## config.mk

```make
export PLATFORM = sky130hd
export DESIGN_NAME = fetch_stage
export DESIGN_NICKNAME = d
export VERILOG_FILES = /design/src/rtl/fetch_stage.sv
export SDC_FILE = /design/constraint.sdc
export NUM_CORES = 1
export LEC_CHECK = 0
export ABC_AREA = 0
export CAP_MARGIN = 20
export CORE_ASPECT_RATIO = 1.5
export CORE_UTILIZATION = 35
export DETAILED_ROUTE_END_ITERATION = 10
export GPL_ROUTABILITY_DRIVEN = 0
export GPL_TIMING_DRIVEN = 0
export PLACE_DENSITY_LB_ADDON = 0.3
export SLEW_MARGIN = 20
export SYNTH_ARGS = -nofsm -noshare
export SYNTH_HDL_FRONTEND = slang
export SYNTH_SLANG_ARGS = --single-unit
```

## constraint.sdc

```tcl
create_clock -name clk -period 18.35 [get_ports clk]
set_input_delay 1.835 -clock clk [delete_from_list [all_inputs] [get_ports clk]]
set_output_delay 1.835 -clock clk [all_outputs]
set_load 0.05 [all_outputs]
```

## src/rtl/fetch_stage.sv

```systemverilog
// Instruction fetch front end: PC, 1-cycle-latency imem reads, 2-entry output buffer, redirect flush.
// Optional build macro FETCH_PERF_CNT_EN enables the accepted-fetch counter on fetch_cnt_o.
module fetch_stage #(
  parameter int                 AWIDTH   = 32,
  parameter int                 DWIDTH   = 32,
  parameter logic [AWIDTH-1:0]  BASEADDR = AWIDTH'(32'h0100_0000)
) (
  input  logic              clk,
  input  logic              rst,
  output logic [AWIDTH-1:0] imem_addr_o,
  output logic              imem_rd_o,
  input  logic [DWIDTH-1:0] imem_data_i,
  input  logic              redirect_i,
  input  logic [AWIDTH-1:0] redirect_pc_i,
  output logic              valid_o,
  input  logic              ready_i,
  output logic [AWIDTH-1:0] pc_o,
  output logic [DWIDTH-1:0] insn_o,
  output logic [31:0]       fetch_cnt_o
);

  logic [AWIDTH-1:0] r_pc;
  logic [AWIDTH-1:0] r_issued_pc;
  logic              r_inflight;
  logic [1:0]        r_cnt;
  logic              r_head;
  logic              r_tail;
  logic [AWIDTH-1:0] r_pc_buf   [2];
  logic [DWIDTH-1:0] r_insn_buf [2];

  logic              w_pop;
  logic              w_push;
  logic              w_issue;
  logic [2:0]        w_pending;
  logic [AWIDTH-1:0] w_redirect_pc;

  assign w_pop         = valid_o && ready_i;
  // Buffered entries plus the read still in flight, after this cycle's pop.
  assign w_pending     = {1'b0, r_cnt} + 3'(r_inflight) - 3'(w_pop);
  assign w_issue       = !rst && !redirect_i && (w_pending < 3'd2);
  // A response due in the redirect cycle is dropped here; no read issues in that
  // cycle, so nothing older than the redirect can arrive afterwards.
  assign w_push        = r_inflight && !redirect_i;
  assign w_redirect_pc = redirect_pc_i & ~AWIDTH'(3);

  assign imem_rd_o   = w_issue;
  assign imem_addr_o = r_pc;
  assign valid_o     = (r_cnt != 2'd0);
  assign pc_o        = r_pc_buf[r_head];
  assign insn_o      = r_insn_buf[r_head];

  always_ff @(posedge clk) begin
    if (rst) begin
      r_pc        <= BASEADDR;
      r_issued_pc <= BASEADDR;
      r_inflight  <= 1'b0;
      r_cnt       <= 2'd0;
      r_head      <= 1'b0;
      r_tail      <= 1'b0;
      // NOTE: the buffer storage is reset only because pc_o/insn_o must read 0 after
      // reset; plain data storage normally needs no reset.
      for (int i = 0; i < 2; i++) begin
        r_pc_buf[i]   <= '0;
        r_insn_buf[i] <= '0;
      end
    end else begin
      // NOTE: non-blocking assignments everywhere here, so every branch reads the
      // pre-edge values regardless of statement order.
      r_inflight <= w_issue;
      if (w_issue) begin
        r_issued_pc <= r_pc;
      end
      if (redirect_i) begin
        r_pc   <= w_redirect_pc;
        r_cnt  <= 2'd0;
        r_head <= 1'b0;
        r_tail <= 1'b0;
      end else begin
        if (w_issue) begin
          r_pc <= r_pc + AWIDTH'(4);
        end
        if (w_push) begin
          r_pc_buf[r_tail]   <= r_issued_pc;
          r_insn_buf[r_tail] <= imem_data_i;
          r_tail             <= ~r_tail;
        end
        if (w_pop) begin
          r_head <= ~r_head;
        end
        case ({w_push, w_pop})
          2'b10:   r_cnt <= r_cnt + 2'd1;
          2'b01:   r_cnt <= r_cnt - 2'd1;
          default: r_cnt <= r_cnt;
        endcase
      end
    end
  end

`ifdef FETCH_PERF_CNT_EN
  logic [31:0] r_fetch_cnt;

  always_ff @(posedge clk) begin
    if (rst) begin
      r_fetch_cnt <= '0;
    end else if (w_pop) begin
      r_fetch_cnt <= r_fetch_cnt + 32'd1;
    end
  end

  assign fetch_cnt_o = r_fetch_cnt;
`else
  assign fetch_cnt_o = '0;
`endif

endmodule
```

=== Word-level counts from Yosys, hierarchy flattened ===
Memory sizes are Yosys's and may differ from the RTL's. A register that Yosys moved wholly into a read port is not among the register bits.
Index checks and enable logic that the tools add are counted.
W data, S select, Z words.

* $add $sub $neg: 5
* Order comparisons: 1
* Equal/unequal tests: 2
* Mux-type cells: 19
* Bitwise gates (word level): 2
* Reductions and logical operators: 12

{| class="wikitable"
|+ Operators with widths
! operator !! count
|-
| $mux W32 || 4
|-
| $reduce_or A32 Y1 || 2
|-
| $add A32 B3 Y32 const B || 1
|-
| $mux W1 || 14
|-
| $reduce_bool A2 Y1 || 3
|-
| $logic_and A1 B1 Y1 || 4
|-
| $pmux W2 S2 || 1
|-
| $add A2 B1 Y3 || 1
|-
| $lt A3 B2 Y1 const B || 1
|-
| $sub A3 B1 Y3 || 1
|-
| $add A2 B1 Y2 const B || 1
|-
| $eq A2 B1 Y1 const B || 1
|-
| $eq A2 B2 Y1 const B || 1
|-
| $logic_not A1 Y1 || 2
|-
| $not A1 Y1 || 2
|-
| $reduce_or A2 Y1 || 1
|-
| $sub A2 B1 Y2 const B || 1
|}

* Flip-flop bits (word level): 69
* RAM bits: 128
* Logic and storage cells: 50
* Memories: 2

{| class="wikitable"
|+ Memories
! memory !! words !! width !! read ports !! clocked after Yosys merged registers in !! write ports !! RTL line !! RTL
|-
| r_insn_buf || 2 || 32 || 1 || 1 || 2 || 29 || <nowiki>logic [DWIDTH-1:0] r_insn_buf [2];</nowiki>
|-
| r_pc_buf || 2 || 32 || 1 || 1 || 2 || 28 || <nowiki>logic [AWIDTH-1:0] r_pc_buf [2];</nowiki>
|}

=== Longest topological paths before layout ===
* Word-level depth: 8
* Gate-level depth with buffers: 11
* Depth with buffers taken out: 11

=== Worst setup path after synthesis ===
OpenSTA, ideal clock, no wires.

* Kind: input to register
* Start: in redirect_i
* End: mem r_insn_buf[0][0] (enable)
* Arrival time: 6555 ps
* Path slack: 11227 ps
* Stages: 4
* Buffers on the path: 1
* Path through: clkbuf_1 -> inv_2 -> nand2_1 -> o21ai_0

{| class="wikitable"
|+ RTL lines
! what !! RTL line !! RTL
|-
| start: declaration || 13 || <nowiki>input logic redirect_i,</nowiki>
|-
| end: declaration || 29 ||
|}

=== Final worst setup path ===
* Start: in ready_i
* End: out imem_rd_o

* Cells in the longest elaborated chain, start to end: 4

{| class="wikitable"
|+ Ends and longest elaborated chain
! what !! RTL line !! RTL
|-
| start: declaration || 16 || <nowiki>input logic ready_i,</nowiki>
|-
| $logic_and A1 B1 Y1 || 37 || <nowiki>assign w_pop = valid_o && ready_i;</nowiki>
|-
| net w_pop || 31 || <nowiki>logic w_pop;</nowiki>
|-
| $sub A3 B1 Y3 || 39 || <nowiki>assign w_pending = {1'b0, r_cnt} + 3'(r_inflight) - 3'(w_pop);</nowiki>
|-
| $lt A3 B2 Y1 || 40 || <nowiki>assign w_issue = !rst && !redirect_i && (w_pending < 3'd2);</nowiki>
|-
| $logic_and A1 B1 Y1 || 40 ||
|-
| end: declaration || 11 || <nowiki>output logic imem_rd_o,</nowiki>
|}

The timed path passes the listed nets, and every way through them passes these cells.

==> flow_summary.toml <==
[status]
outcome = "finished, final reports clean"

[sta]
clock_skew_ps = 10.7
layout_min_cycle_time_ps = 7080
rsz0062_at_grt = "false"
finalHoldViolCount = 0
fin_crit_sh_pct = 38.6
tns_ps = 0
fmax_ghz = 0.141
worstMarginPinSlew_ps = 838
slew_headroom_pct = 43.9
slew_viol_final = 0
finalSetupViolCount = 0
layout_setup_ws_ps = 11270

[hold_path]
hp-start = "r_issued_pc[14]"
hold_class = "flop to flop"
worstHoldEndpoint = "r_issued_pc[14]"
holdPathStages = 2

[final_layout]
drive_gt1_share_pct = 15.9
fin_nets = 1046
final_util_pct = 47.2
final_common_cell = "clkdlybuf4s50_1"
fin_cells = 1311
register_area_um2 = 5040
multiInputGateArea_um2 = 3330
syn2layout_area_growth_pct = 32.2
final.fill_count = 2320
final_area_um2 = 11500
n_antenna_cell = 0
layout_common_cells = "clkdlybuf4s50_1 (158), and2_1 (133), edfxtp_1 (124)"

[global_routing]
grt_pass1_vias = 6071
use_met2_pct = 30.2
antenna_found_initial = 0
globalRouteMet1Util_pct = 19.4
grt_pass1_wl_um = 32400
grt_overflow = 0
use_met3_pct = 3.12
track_usage_pct = 16.9
grt-busiest-layer = "met2"
grt_max_degree = 38

[routing]
ant_nets = 0
dr.pass1.iters = 4
vias = 6160
wire_per_inst_um = 15.9
drt_iter0_markers = 301
drt-total-wl_um = 20800
drc = 0
vias_per_cell = 4.70

[synth]
synth_ff_type = "edfxtp_1"
ys.warnings.count = 0
synth_area_um2 = 8690
synth.distinct_cells = 54
synth_edf_count = 124
async_flop_share_pct = 0
synth_xor_area_share_pct = 2.00
postSynthCellCount = 758
synth_fa_ha_area_share_pct = 0.662
synth_mux_area_share_pct = 8.03
synth.area.top_cells = "edfxtp_1 (43%), dfxtp_1 (15%), and2_1 (9.6%)"
ys_seq_area_share_pct = 58.0
synth_seq_cells = 190
postSynthAreaPerCell_um2 = 11.5
synth_top_family_by_area = "simple AND/OR/NAND/NOR gates"
yosysTopAreaCell = "edfxtp_1"
yosysTopAreaCellShare_pct = 42.8
synth-simple-area-share_pct = 19.2
synth_compound_area_share_pct = 6.69

[worst_setup_path]
cp_max_fo = 10
r2r-start = "r_cnt[1]"
worst-path-buf-inv = 4
cp.arrival_ps = 5250
worstSetupPathType = "input port to output pin"
endpoint_kind = "output pin"
cp.required_ps = 16510
max_stage_delay_ps = 910
path_delay_family = "buffers and inverters"
worst_r2r_path_depth = 11
worst-r2r-setup-slack_ps = 15050
path_common_cell = "clkdlybuf4s50_1"
start_kind = "input port"
crit_chain = "clkdlybuf4s50_1 -> and2_1 -> ha_1 -> nand2b_1 -> fa_1 -> xnor2_2 -> nand3_2 -> inv_2 -> buf_1 -> clkdlybuf4s50_1"
crit_path_top_delay_cell = "clkdlybuf4s50_1"
crit_cells = 10
reg2reg_to = "imem_addr_o[21]"

[place]
dp_hpwl_um = 15100
pre_cts_ws_ps = 11300
dpl.cell_count = 1279
dpl_cell_area_um2 = 10900
io_buffers = 158

[die]
core_um2 = 24300
start_util_pct = 35.7
rows = 70
io_pins = 198
die_width_um = 131
die-area_um2 = 25500
die_y_um = 195

[clocking]
cts_made_buffers = 17
h-tree-depth = 4
clock_latency_ps = 440
ctsResizeCount = 0
cts_tree = "done"
hold_buffers = 0
clock-root-buffer = "clkbuf_16"
clockBufferDepth = 2
cts_sinks = 190
clk_transition_reported_paths_ps = 70
postCtsSetupRepairBufs = 0

[power_and_ir_drop]
p_per_area_nw_per_um2 = 87.3
p_leak_uw = 0.00423
ir_drop_mv = 0.0657

[job]
max_cap_viol_count = 0
[layer usage]
| layer | vias to the layer above | wire [um] |
|---|---|---|
| met1 | 2901 | 8190 |
| met4 | 0 | 557 |
| li1 | 3032 | - |
| met2 | 194 | 11100 |
| met5 | - | 0 |
| met3 | 33 | 946 |
[kinds of logic after synthesis]
group	count (synthesis)
multiplexers	62
AO/OA/AOI/OAI	98
AND/OR/NAND/NOR	298
XOR/XNOR	19
buffers and inverters	86
flip-flops	190
other	1
adder cells (fa/ha/maj)	4
[report_power, final]
part	leakage [uW]	switching (uW)	total, uW	internal, uW
Combinational	0.00213	99.9	157	56.6
Clock	0.000273	169	359	191
Sequential	0.00183	13.5	487	474
[registers in the layout (all words and copies together), names as in the netlist, named ones only]
register / count
imem_addr_o: 30
r_issued_pc: 30
r_inflight: 1
r_tail: 1
r_pc_buf: 60
r_insn_buf: 64
r_head: 1
r_cnt: 2
[worst min-delay path, cell delays in order, from the launching register on]
cell and delay [ps]:
dfxtp_1 310, nand2_1 50, a21oi_1 50
[through the flow]
step,total power (uW),hold slack [ps]
3_5_place_dp,654,455
3_3_place_gp,651,450
4_1_cts,1010,464
6_report,1000,464
2_1_floorplan,596,440
5_1_grt,1030,484
[how the worst max path moves through the flow]
stage          startpoint                to  slack [ps]
5_1_grt           ready_i         imem_rd_o       11160
2_1_floorplan  redirect_i  r_insn_buf[0][0]       11230
6_report          ready_i         imem_rd_o       11270
4_1_cts           ready_i         imem_rd_o       11280
3_3_place_gp   redirect_i  r_insn_buf[0][1]        7820
3_5_place_dp      ready_i         imem_rd_o       11300
[synthesized netlist by cell type (11+ instances only)]
master    instances
and2_1          133
edfxtp_1        124
nand2_1          83
dfxtp_1          66
mux2_2           62
a21oi_1          45
buf_4            36
clkbuf_1         32
nor2_1           21
a31oi_1          15
xor2_1           15
nand3_1          11
[layout make-up]
| class | instances | area share, % |
|---|---|---|
| Tap cell | 324 | 3.53 |
| Inverter | 6 | 0.196 |
| Multi-Input combinational cell | 517 | 29.0 |
| Timing Repair Buffer | 162 | 14.7 |
| Sequential cell | 190 | 43.9 |
| Clock inverter | 13 | 1.13 |
| Clock buffer | 19 | 3.77 |
| Buffer | 80 | 3.84 |
No activity file was read; power rests on OpenSTA's default activity.
